==> src/rtl/adder_pkg.sv <==
// adder_pkg: shared types for the pipelined add/subtract unit
package adder_pkg;
  typedef enum logic [1:0] {SAT_WRAP = 2'b00, SAT_UNS = 2'b01, SAT_SGN = 2'b10} sat_mode_e;
  typedef enum logic {OP_ADD = 1'b0, OP_SUB = 1'b1} op_e;
  typedef struct packed {
    logic n;
    logic z;
    logic c;
    logic v;
  } flags_t;
endpackage

==> src/rtl/pipelined_adder_if.sv <==
// pipelined_adder_if: operand/result handshake bundle for pipelined_adder
interface pipelined_adder_if #(parameter int WIDTH = 16);
  logic in_valid, in_ready, out_valid, out_ready, op;
  logic [WIDTH-1:0] a, b, y;
  logic [1:0] sat_mode;
  adder_pkg::flags_t flags;
  modport master (output in_valid, a, b, op, sat_mode, out_ready, input in_ready, out_valid, y, flags);
  modport slave (input in_valid, a, b, op, sat_mode, out_ready, output in_ready, out_valid, y, flags);
endinterface

==> src/rtl/adder_chunk.sv <==
// adder_chunk: combinational CHUNK-bit adder slice with carry in/out
module adder_chunk #(parameter int CHUNK = 8) (
  input  logic [CHUNK-1:0] a,
  input  logic [CHUNK-1:0] b,
  input  logic             cin,
  output logic [CHUNK-1:0] s,
  output logic             cout
);
  assign {cout, s} = {1'b0, a} + {1'b0, b} + {{CHUNK{1'b0}}, cin};
endmodule

==> src/rtl/pipelined_adder.sv <==
// pipelined_adder: add/sub split into CHUNK-bit carry stages, then a saturating
// output register; every stage and the output share one advance enable.
module pipelined_adder import adder_pkg::*; #(
  parameter int WIDTH = 16,
  parameter int CHUNK = 8
) (
  input logic clk,
  input logic rst_n,
  pipelined_adder_if.slave bus
);
  localparam int NSTAGE = (WIDTH / CHUNK < 1) ? 1 : WIDTH / CHUNK;
  logic adv;
  assign adv = !bus.out_valid | bus.out_ready;
  assign bus.in_ready = adv;
  for (genvar k = 0; k < NSTAGE; k++) begin : g_stage
    logic [WIDTH-1:0] ra, rb, rs, pa, pb, ps, ns;
    logic rc, rop, rv, pc, pop, pv, co;
    logic [1:0] rm, pm;
    logic [CHUNK-1:0] sum;
    if (k == 0) begin : g_in
      // b is inverted once here so later stages only ever add
      assign pa = bus.a;
      assign pb = bus.op ? ~bus.b : bus.b;
      assign ps = '0;
      assign pc = bus.op;
      assign pop = bus.op;
      assign pv = bus.in_valid;
      assign pm = bus.sat_mode;
    end else begin : g_mid
      assign pa = g_stage[k-1].ra;
      assign pb = g_stage[k-1].rb;
      assign ps = g_stage[k-1].rs;
      assign pc = g_stage[k-1].rc;
      assign pop = g_stage[k-1].rop;
      assign pv = g_stage[k-1].rv;
      assign pm = g_stage[k-1].rm;
    end
    adder_chunk #(.CHUNK(CHUNK)) u_chunk (
      .a(pa[k*CHUNK +: CHUNK]), .b(pb[k*CHUNK +: CHUNK]), .cin(pc), .s(sum), .cout(co)
    );
    always_comb begin
      ns = ps;
      ns[k*CHUNK +: CHUNK] = sum;
    end
    always_ff @(posedge clk or negedge rst_n)
      if (!rst_n) begin
        ra <= '0;
        rb <= '0;
        rs <= '0;
        rc <= 1'b0;
        rop <= 1'b0;
        rv <= 1'b0;
        rm <= '0;
      end else if (adv) begin
        ra <= pa;
        rb <= pb;
        rs <= ns;
        rc <= co;
        rop <= pop;
        rv <= pv;
        rm <= pm;
      end
  end
  logic [WIDTH-1:0] fa, fb, fs, sy;
  logic fc, fop, fv, ov;
  logic [1:0] fm;
  assign fa = g_stage[NSTAGE-1].ra;
  assign fb = g_stage[NSTAGE-1].rb;
  assign fs = g_stage[NSTAGE-1].rs;
  assign fc = g_stage[NSTAGE-1].rc;
  assign fop = g_stage[NSTAGE-1].rop;
  assign fv = g_stage[NSTAGE-1].rv;
  assign fm = g_stage[NSTAGE-1].rm;
  assign ov = (fa[WIDTH-1] == fb[WIDTH-1]) && (fs[WIDTH-1] != fa[WIDTH-1]);
  always_comb
    sy = (fm == SAT_UNS && fop == OP_ADD && fc) ? '1 :
         (fm == SAT_UNS && fop == OP_SUB && !fc) ? '0 :
         (fm == SAT_SGN && ov) ? {fa[WIDTH-1], {(WIDTH-1){!fa[WIDTH-1]}}} : fs;
  // bubbles leave y/flags untouched so the last result stays observable
  always_ff @(posedge clk or negedge rst_n)
    if (!rst_n) begin
      bus.out_valid <= 1'b0;
      bus.y <= '0;
      bus.flags <= '0;
    end else if (adv) begin
      bus.out_valid <= fv;
      if (fv) begin
        bus.y <= sy;
        bus.flags <= {sy[WIDTH-1], ~|sy, fc, ov};
      end
    end
endmodule

==> src/flat_wrapper.sv <==
// flat-port wrapper written by rule: the top's interface ports become plain ports
module pipelined_adder_flat import adder_pkg::*;
#(
  parameter int WIDTH = 16,
  parameter int CHUNK = 8
)
  (clk, rst_n, bus_in_valid, bus_a, bus_b, bus_op, bus_sat_mode, bus_out_ready, bus_in_ready, bus_out_valid, bus_y, bus_flags);
  pipelined_adder_if #(.WIDTH(WIDTH)) bus_i ();
  input logic clk;
  input logic rst_n;
  input wire logic [$bits(bus_i.in_valid)-1:0] bus_in_valid;
  input wire logic [$bits(bus_i.a)-1:0] bus_a;
  input wire logic [$bits(bus_i.b)-1:0] bus_b;
  input wire logic [$bits(bus_i.op)-1:0] bus_op;
  input wire logic [$bits(bus_i.sat_mode)-1:0] bus_sat_mode;
  input wire logic [$bits(bus_i.out_ready)-1:0] bus_out_ready;
  output wire logic [$bits(bus_i.in_ready)-1:0] bus_in_ready;
  output wire logic [$bits(bus_i.out_valid)-1:0] bus_out_valid;
  output wire logic [$bits(bus_i.y)-1:0] bus_y;
  output wire logic [$bits(bus_i.flags)-1:0] bus_flags;
  assign bus_i.in_valid = bus_in_valid;
  assign bus_i.a = bus_a;
  assign bus_i.b = bus_b;
  assign bus_i.op = bus_op;
  assign bus_i.sat_mode = bus_sat_mode;
  assign bus_i.out_ready = bus_out_ready;
  assign bus_in_ready = bus_i.in_ready;
  assign bus_out_valid = bus_i.out_valid;
  assign bus_y = bus_i.y;
  assign bus_flags = bus_i.flags;
  pipelined_adder #(.WIDTH(WIDTH), .CHUNK(CHUNK)) u_core (.clk(clk), .rst_n(rst_n), .bus(bus_i));
endmodule
==> config.mk <==
export PLATFORM = sky130hd
export DESIGN_NAME = pipelined_adder_flat
export DESIGN_NICKNAME = d
export VERILOG_FILES = /design/src/rtl/adder_pkg.sv /design/src/rtl/pipelined_adder_if.sv /design/src/rtl/adder_chunk.sv /design/src/rtl/pipelined_adder.sv /design/src/flat_wrapper.sv
export SDC_FILE = /design/constraint.sdc
export NUM_CORES = 1
export LEC_CHECK = 0
export ABC_AREA = 1
export CAP_MARGIN = 30
export CORE_MARGIN = 2
export CORE_UTILIZATION = 30
export CTS_CLUSTER_DIAMETER = 30
export DETAILED_ROUTE_END_ITERATION = 12
export GPL_TIMING_DRIVEN = 0
export HOLD_SLACK_MARGIN = 0.06
export PLACE_DENSITY_LB_ADDON = 0.2
export SLEW_MARGIN = 20
export SYNTH_ARGS = -nofsm -noshare
export SYNTH_HDL_FRONTEND = slang
export SYNTH_HIERARCHICAL = 1
export SYNTH_SLANG_ARGS = --single-unit
export TNS_END_PERCENT = 100
==> constraint.sdc <==
create_clock -name clk -period 2.8 [get_ports clk]
set_input_delay 0.28 -clock clk [delete_from_list [all_inputs] [get_ports clk]]
set_output_delay 0.28 -clock clk [all_outputs]
set_load 0.1 [all_outputs]
==> results.sh <==
export IMPL_grt_overflow_total=0
export IMPL_tightest_slew_ps=976
export IMPL_cts_root_buffer="sky130_fd_sc_hd__clkbuf_16"
export IMPL_regToRegStartpoint="u_core/g_stage[0].ra[8]$_DFFE_PN0N_"
export IMPL_grt_setup_unrepaired="no"
export IMPL_compound_cell_area_share_of_the_yosys_netlist=0.0778
export IMPL_yosys_area_share_simple=0.284
export IMPL_synth_xor_area_share=0.0493
export IMPL_share_comb_of_total_power=0.533
export IMPL_routed_vias=3166
export IMPL_post_route_drc_count=0
export IMPL_max_freq_ghz=0.387
export IMPL_sequential_group_share_of_total_power=0.294
export IMPL_final_cell_mix="sky130_fd_sc_hd__nand2_1, sky130_fd_sc_hd__dfrtp_1, sky130_fd_sc_hd__clkdlybuf4s50_1, sky130_fd_sc_hd__inv_1, sky130_fd_sc_hd__o21ai_0"
export IMPL_synth_seq_cells=72
export IMPL_antenna_found_initial=0
export IMPL_synth_largest_area_cell="sky130_fd_sc_hd__dfrtp_1"
export IMPL_gr_usage_all_layers=0.135
export IMPL_fin_worst_skew_ps=6.41
export IMPL_most_common_library_cell_in_the_layout_ignoring_fill_and_taps="sky130_fd_sc_hd__nand2_1"
export IMPL_post_drt_via_cell_ratio=4.37
export IMPL_timing_final_crit_period_ps=2580
export IMPL_syn_mean_instance_area_sq_um=8.14
export IMPL_ctsHtreeMaxLevel=3
export IMPL_place_area_sq_um=4740
export IMPL_clock_sinks=72
export IMPL_synth_largest_type_area_fraction=0.461
export IMPL_fin_worst_hold_slack_ps=424
export IMPL_clock_tree_buffer_depth=2
export IMPL_io_pins=61
export IMPL_io_buffer_count=60
export IMPL_part_of_the_total_power_dissipated_in_the_clock_network=0.173
export IMPL_nets=609
export IMPL_place_congestion=0.812
export IMPL_antenna_left=0
export IMPL_hold_path_class="primary input to async pin"
export IMPL_n_fill_cell=1302
export IMPL_n_antenna_cell=0
export IMPL_dieHeight_um=118
export IMPL_yosysWarnings=6
export IMPL_post_dp_hpwl_um=6860
export IMPL_maxSlewViolCount=0
export IMPL_fin_total_pwr_uw=5750
export IMPL_max_stage_delay_ps=910
export IMPL_clkLatencyLatePin_ps=330
export IMPL_crit_chain="inv_1, nor2_4, inv_2, clkbuf_1, dlygate4sd2_1"
export IMPL_p_leak_uw=0.00249
export IMPL_internal_power_uw=2950
export IMPL_timing_final_crit_share=0.922
export IMPL_cts_buffers_inserted=9
export IMPL_net_switching_power_uw=2800
export IMPL_timing_reg2reg_setup_slack_ps=730
export IMPL_fp_row_count=41
export IMPL_drt_first_iter_violations=113
export IMPL_synth_seq_area_share=0.461
export IMPL_pwr_density_cell_nw_per_um2=1150
export IMPL_synth_top_family_by_area="simple AND/OR/NAND/NOR gates"
export IMPL_synth_mux_area_fraction=0
export IMPL_synthesis_instances=480
export IMPL_required_ps=2520
export IMPL_slew_headroom=0.347
export IMPL_multiInputGateArea_sq_um=1860
export IMPL_first_global_vias=3229
export IMPL_placeable_area_sq_um=12700
export IMPL_synth_lib_cells_used_distinct=29
export IMPL_routedWlPerCell_um=12.1
export IMPL_worst_ir_drop_vdd_uv=340
export IMPL_finish_instance_area_sq_um=5000
export IMPL_report_final_hold_viol_count=0
export IMPL_initial_core_util=0.308
export IMPL_reg2reg_to="u_core/fc$_DFFE_PN0N_"
export IMPL_firstDrtPassIters=4
export IMPL_grt_first_pass_wirelength_um=15100
export IMPL_outcome="completed"
export IMPL_worstPathMaxFanout=10
export IMPL_mappedNetlistNets=537
export IMPL_regArea_sq_um=1800
export IMPL_die_w_um=118
export IMPL_criticalPathCategory="flop to output pin"
export IMPL_flow_area_growth_from_synthesis_pct=27.8
export IMPL_setup_worst_path_start_class="flop"
export IMPL_fin_util=0.394
export IMPL_post_route_cells_drive_above_1_share=0.0904
export IMPL_synthesis_area_sq_um=3910
export IMPL_crit_path_end_kind="output pin"
export IMPL_design_die_area_sq_um=14000
export IMPL_cap_viol_max_count=0
export IMPL_critical_path_slowest_cell="sky130_fd_sc_hd__dlygate4sd2_1"
export IMPL_post_synthesis_adder_cell_area_fraction=0.0653
export IMPL_clkSlewWorstSetupHoldPaths_ps=50
export IMPL_final_setup_viol_count=0
export IMPL_ranking_of_synthesized_cells_by_area="sky130_fd_sc_hd__dfrtp_1, sky130_fd_sc_hd__nand2_1, sky130_fd_sc_hd__ha_1, sky130_fd_sc_hd__o21ai_0, sky130_fd_sc_hd__inv_1"
export IMPL_routed_wl_um=8740
export IMPL_cts_tree="built"
export IMPL_maximum_number_of_pins_on_one_net_before_global_route_repair=42
export IMPL_worst_r2r_cell_count=10
export IMPL_crit_arrival_ps=2300
export IMPL_p_sw_frac=0.487
## state kept, by name, indices dropped and copies added (netlist names)
name                  cells
u_core/bus.y             16
u_core/fs                16
u_core/g_stage.ra         8
u_core/g_stage.rb         8
u_core/g_stage.rs         8
u_core/bus.flags          3
u_core/fm                 2
u_core/g_stage.rm         2
u_core/bus.out_valid      1
u_core/fa                 1
u_core/fb                 1
u_core/fc                 1
u_core/fop                1
u_core/fv                 1
u_core/g_stage.rc         1
u_core/g_stage.rop        1
u_core/g_stage.rv         1
## worst max path at each step
stage | start | end | slack (ps)
after global routing | u_core/bus.out_valid$_DFFE_PN0N_ | bus_in_ready | 50
after detailed placement | bus_op | u_core/g_stage[0].rc$_DFFE_PN0N_ | -380
final | u_core/bus.out_valid$_DFFE_PN0N_ | bus_in_ready | 220
after global placement | rst_n | u_core/bus.y[10]$_DFFE_PN0P_ | -1010
after CTS | bus_op | u_core/g_stage[0].rc$_DFFE_PN0N_ | 90
after floorplan | u_core/bus.out_valid$_DFFE_PN0N_ | bus_in_ready | 360
## worst max-delay path: cells and delay by family, from the launching register on
family                 cells  cell delay [ps]
flip-flops                 1              390
buffers and inverters      4             1490
AND/OR/NAND/NOR            1               80
## power by group through the flow
stage | Sequential (uW) | Clock [uW] | Combinational [uW]
2_1_floorplan | 2620 | 0 | 1400
5_1_grt | 1740 | 1060 | 3380
4_1_cts | 1700 | 1030 | 3110
6_report | 1690 | 993 | 3070
3_5_place_dp | 1710 | 0 | 3090
3_3_place_gp | 1700 | 0 | 3070
## timing repair
action / 4_1_cts / 5_1_grt
gates resized for setup: 2 / 1
hold buffers: 1 / 0
buffers inserted: 0 / 0
endpoints found under the hold margin: 31 / 0
endpoints found under the setup margin: 3 / 3
gates cloned: 0 / 0
## Yosys cell counts
| master | count |
|---|---|
| sky130_fd_sc_hd__xnor2_1 | 12 |
| sky130_fd_sc_hd__nand3_1 | 11 |
| sky130_fd_sc_hd__or2_4 | 4 |
| sky130_fd_sc_hd__buf_1 | 1 |
| sky130_fd_sc_hd__nand4_2 | 1 |
| sky130_fd_sc_hd__nor2_2 | 4 |
| sky130_fd_sc_hd__nor2_1 | 24 |
| sky130_fd_sc_hd__nand3b_1 | 2 |
| sky130_fd_sc_hd__xor2_1 | 10 |
| sky130_fd_sc_hd__buf_2 | 3 |
| sky130_fd_sc_hd__nand2_1 | 192 |
| sky130_fd_sc_hd__nand3b_4 | 2 |
| sky130_fd_sc_hd__a21oi_1 | 22 |
| sky130_fd_sc_hd__ha_1 | 14 |
| sky130_fd_sc_hd__buf_4 | 1 |
| sky130_fd_sc_hd__nor2_4 | 1 |
| sky130_fd_sc_hd__o21bai_2 | 1 |
| sky130_fd_sc_hd__inv_1 | 34 |
| sky130_fd_sc_hd__clkbuf_8 | 1 |
| sky130_fd_sc_hd__nor2_8 | 1 |
| sky130_fd_sc_hd__o21ai_0 | 33 |
| sky130_fd_sc_hd__inv_2 | 5 |
| sky130_fd_sc_hd__dfrtp_1 | 72 |
| sky130_fd_sc_hd__nand3_2 | 4 |
| sky130_fd_sc_hd__o22a_1 | 2 |
| sky130_fd_sc_hd__fa_1 | 4 |
| sky130_fd_sc_hd__clkbuf_1 | 10 |
| sky130_fd_sc_hd__nand2_2 | 7 |
| sky130_fd_sc_hd__buf_6 | 2 |
## area by class of cell
class / instances / share of cell area
plain buffers: 17 / 0.0195
clock buffers: 10 / 0.0478
clock inverters: 2 / 0.00200
inverters: 39 / 0.0293
multi-input cells: 351 / 0.372
flip-flops and latches: 72 / 0.361
well taps: 172 / 0.0431
repair buffers: 62 / 0.125
## cells by family (layout without fill, tap and decap cells)
logic type	Yosys count	in the layout
simple gates	253	253
flops	72	72
compound gates	58	58
buf+inv	57	130
xor+xnor	22	22
fa+ha+maj	18	18
## through the flow
| stage | instances | setup TNS (ps) | setup slack, ps |
|---|---|---|---|
| global placement | 712 | -73770 | -1010 |
| detailed placement | 713 | -1320 | -379 |
| global route | 725 | 0 | 54.1 |
| CTS | 726 | 0 | 89.1 |
| floorplan | 480 | 0 | 358 |
| finish | 725 | 0 | 219 |
## layer usage
metal	up-vias	wire, um	GRT usage
met1	1457	4110	0.177
li1	1640	-	-
met5	-	0	0
met3	11	308	0.0246
met2	58	4140	0.219
met4	0	178	0.0587
Note: power is estimated with default switching activity, not from simulation.
